===== src/rtl/can_sat_counter.sv =====
// Saturating event counter with synchronous clear; the clear beats an increment.
module can_sat_counter #(
  parameter int unsigned W = 8
) (
  input  logic         clk,
  input  logic         reset,
  input  logic         inc,
  input  logic         clr,
  output logic [W-1:0] count
);

  localparam logic [W-1:0] MAX_CNT = '1;

  logic [W-1:0] count_q;
  logic [W-1:0] count_d;

  // Next count: clear first, otherwise increment unless already saturated.
  always_comb begin
    count_d = count_q;
    if (clr) begin
      count_d = '0;
    end else if (inc && (count_q != MAX_CNT)) begin
      count_d = count_q + W'(1);
    end
  end

  // Count register.
  always_ff @(posedge clk or posedge reset) begin
    if (reset) begin
      count_q <= '0;
    end else begin
      count_q <= count_d;
    end
  end

  assign count = count_q;

endmodule


===== config.mk =====
export PLATFORM = sky130hd
export DESIGN_NAME = can_sat_counter
export DESIGN_NICKNAME = d
export VERILOG_FILES = /design/src/rtl/can_sat_counter.sv
export SDC_FILE = /design/constraint.sdc
export NUM_CORES = 1
export LEC_CHECK = 0
export CORE_AREA = 2 2 39 41
export DETAILED_ROUTE_END_ITERATION = 12
export DIE_AREA = 0 0 41 43
export SLEW_MARGIN = 0
export SYNTH_ARGS = -nofsm -noshare
export SYNTH_HDL_FRONTEND = slang
export SYNTH_SLANG_ARGS = --single-unit

===== constraint.sdc =====
create_clock -name clk -period 1.96 [get_ports clk]
set_input_delay 0.196 -clock clk [delete_from_list [all_inputs] [get_ports clk]]
set_output_delay 0.196 -clock clk [all_outputs]
set_load 0.02 [all_outputs]

==> impl_metrics.ini <==
[clock_network]
cts_buffers = 3
cts_setup_buffers = 0
cts_resized = 0
path_clk_slew_ns = 0.05
cts_tree = yes
clockRootBuffer = clkbuf_4
clock_latency_ns = 0.25
cts_max_level = 1
cts_hold_buf = 0
cts_sinks = 8
clk_path_buf_depth = 2

[die]
die_height_um = 43
start_util = 0.364
ioPinCount = 12
num_rows = 14
core_area_um2 = 1380
die_x_um = 41
design.die.area_um2 = 1760

[critical_path]
critPathRequiredTime_ns = 2.10
cp_max_fo = 5
critPathLaunch = count[0]
reg2reg_slack_ns = 0.33
critPathArrivalTime_ns = 1.77
worst-setup-path-type = flop to flop
r2r_cells = 4
r2r-start = count[0]
cp-endpoint = count[5]
crit_path_start_kind = flop
critPathCaptureType = flop
r2r_end = count[5]

[logic_synthesis]
netlist_area_um2 = 504
synth.area.mux_share = 0.139
synth_fa_ha_area_frac = 0.0248
synthCells = 49
synth_top_family_by_area = simple AND/OR/NAND/NOR gates
ys_ff_latch = 8
synth-xor-area-share = 0
syn_avg_cell_area_um2 = 10.3
synth_fp_nets = 54
yosys.area_share.simple = 0.238
yosysSeqAreaShare = 0.397
yosys_warnings = 0
synth_compound_area_frac = 0.156
yosys.cell_types.count = 25

[power]
power_density_nw_per_um2 = 526
switching_share = 0.229
pwr-share-seq = 0.516
p_comb_frac = 0.123
clkPwrFrac = 0.361
p_sw_uw = 77.5
p_int_uw = 260
leakage_uw = 0.000286
ir_drop_mv = 0.346

[sta]
relSlewSlack = 0.771
grt_setup_unrepaired = false
fin_setup_tns_ns = 0
hold_slack_ns = 0.187
setup_violations = 0
fin_crit_sh = 0.834
fmax_mhz = 612
hold_viol_final = 0
worst_clock_skew_ns = 0.000634
drv_slew = 0
worstMarginPinSlew_ns = 0.343
setup_slack_ns = 0.326
fin_crit_ns = 1.63

[grt]
grt-ovfl-total = 0
grt_use_total = 0.133
grt_max_degree = 11
grt_pass1_wl_mm = 1.49
first_global_vias = 335
antenna_found_initial = 0

[cells_and_area]
nFillCells = 142
final_cell_mix = 11 x clkdlybuf4s50_1, 8 x dfrtp_1
layout_commonest_cell = clkdlybuf4s50_1
seq_area_um2 = 200
diodes = 0
multi_input_area_um2 = 282
drive_gt1_frac = 0.180
largest_reg_flops = 8
area_growth_pct = 27.3
nets = 68

[run_status]
status = finished, final reports clean

[min_path]
worst_hold_path_type = input port to asynchronous set/reset pin

[route]
drc_errors = 0
drt-vias-per-instance = 5.16
dr.pass1.iters = 4
drtAntennaViolNets = 0
wire_per_inst_um = 11.4
drt-total-wl_um = 881
via_count = 397
drt_iter0_drc = 5

[job]
drv_cap = 0

[placed_design]
dpl.hpwl_um = 685
gp_congestion = 0.827
port_buffers = 11
post-place-ws_ns = 0.295
==> layout make-up <==
type                       count  area share
multi-input combinational     37       0.439
sequential                     8       0.312
timing repair buffer          11       0.172
clock buffer                   3      0.0351
tap                           16      0.0312
inverter                       2      0.0117
==> power groups by stage <==
stage / sequential, uW / clock [uW] / combinational [uW]
final: 174 / 122 / 41.6
after global routing: 175 / 144 / 46.1
after CTS: 174 / 131 / 42.8
after detailed placement: 177 / 0 / 42.6
after global placement: 177 / 0 / 42.3
after floorplan: 181 / 0 / 19.5
==> logic make-up (layout without fill, tap and decap cells) <==
logic type / count (synthesis) / in the layout
compound gates: 9 / 9
fa+ha+maj: 1 / 1
buf+inv: 4 / 16
flops: 8 / 8
mux: 5 / 5
simple gates: 22 / 22
==> worst max-delay path, cell delays in order, from the launching register on <==
cell and delay [ns]:
dfrtp_1 0.42, ha_1 0.27, and3_1 0.25, a211oi_2 0.27, mux2_4 0.32
==> cells in the mapped netlist <==
cell      n  share of area
a211oi_2  1          0.025
a21boi_2  1          0.022
a21oi_1   2          0.020
a21oi_2   2          0.035
and2b_1   1          0.015
and3_1    1          0.012
and4_1    1          0.017
buf_6     1          0.022
clkbuf_1  1         0.0074
dfrtp_1   8           0.40
ha_1      1          0.025
inv_1     2          0.015
mux2_4    4           0.12
mux2i_1   1          0.020
nand2_1   4          0.030
nand2b_1  1          0.012
nand3_1   2          0.020
nand4_1   2          0.025
nand4b_1  1          0.017
nor2_1    4          0.030
nor2b_1   4          0.050
nor3_1    1         0.0099
o211a_1   1          0.020
o21bai_1  1          0.015
o311a_1   1          0.020
==> routing by layer <==
metal | vias up | global-route usage | part of all wire
met5 | - | 0 | 0
met4 | 0 | 0.0600 | 0.0068
met3 | 3 | 0.0942 | 0.066
met2 | 11 | 0.163 | 0.45
met1 | 181 | 0.173 | 0.47
li1 | 202 | - | -
==> per-stage QoR <==
step / util / instances / cell area [um2] / power (uW)
2_1_floorplan: - / 49 / 504 / 201
3_3_place_gp: 0.448 / 74 / 619 / 220
3_5_place_dp: 0.448 / 74 / 619 / 220
4_1_cts: 0.464 / 77 / 642 / 348
5_1_grt: 0.464 / 77 / 642 / 365
6_report: 0.464 / 77 / 642 / 338
==> worst min-delay path by stage <==
stage	start	cells past startpoint	endpoint	slack, ns
floorplan	reset	1	count[0]	0.01
global route	reset	2	count[1]	0.22
finish	reset	2	count[0]	0.19
CTS	reset	2	count[1]	0.20
global placement	reset	2	count[0]	0.48
detailed placement	reset	2	count[0]	0.48
No activity file was read; power rests on OpenSTA's default activity.
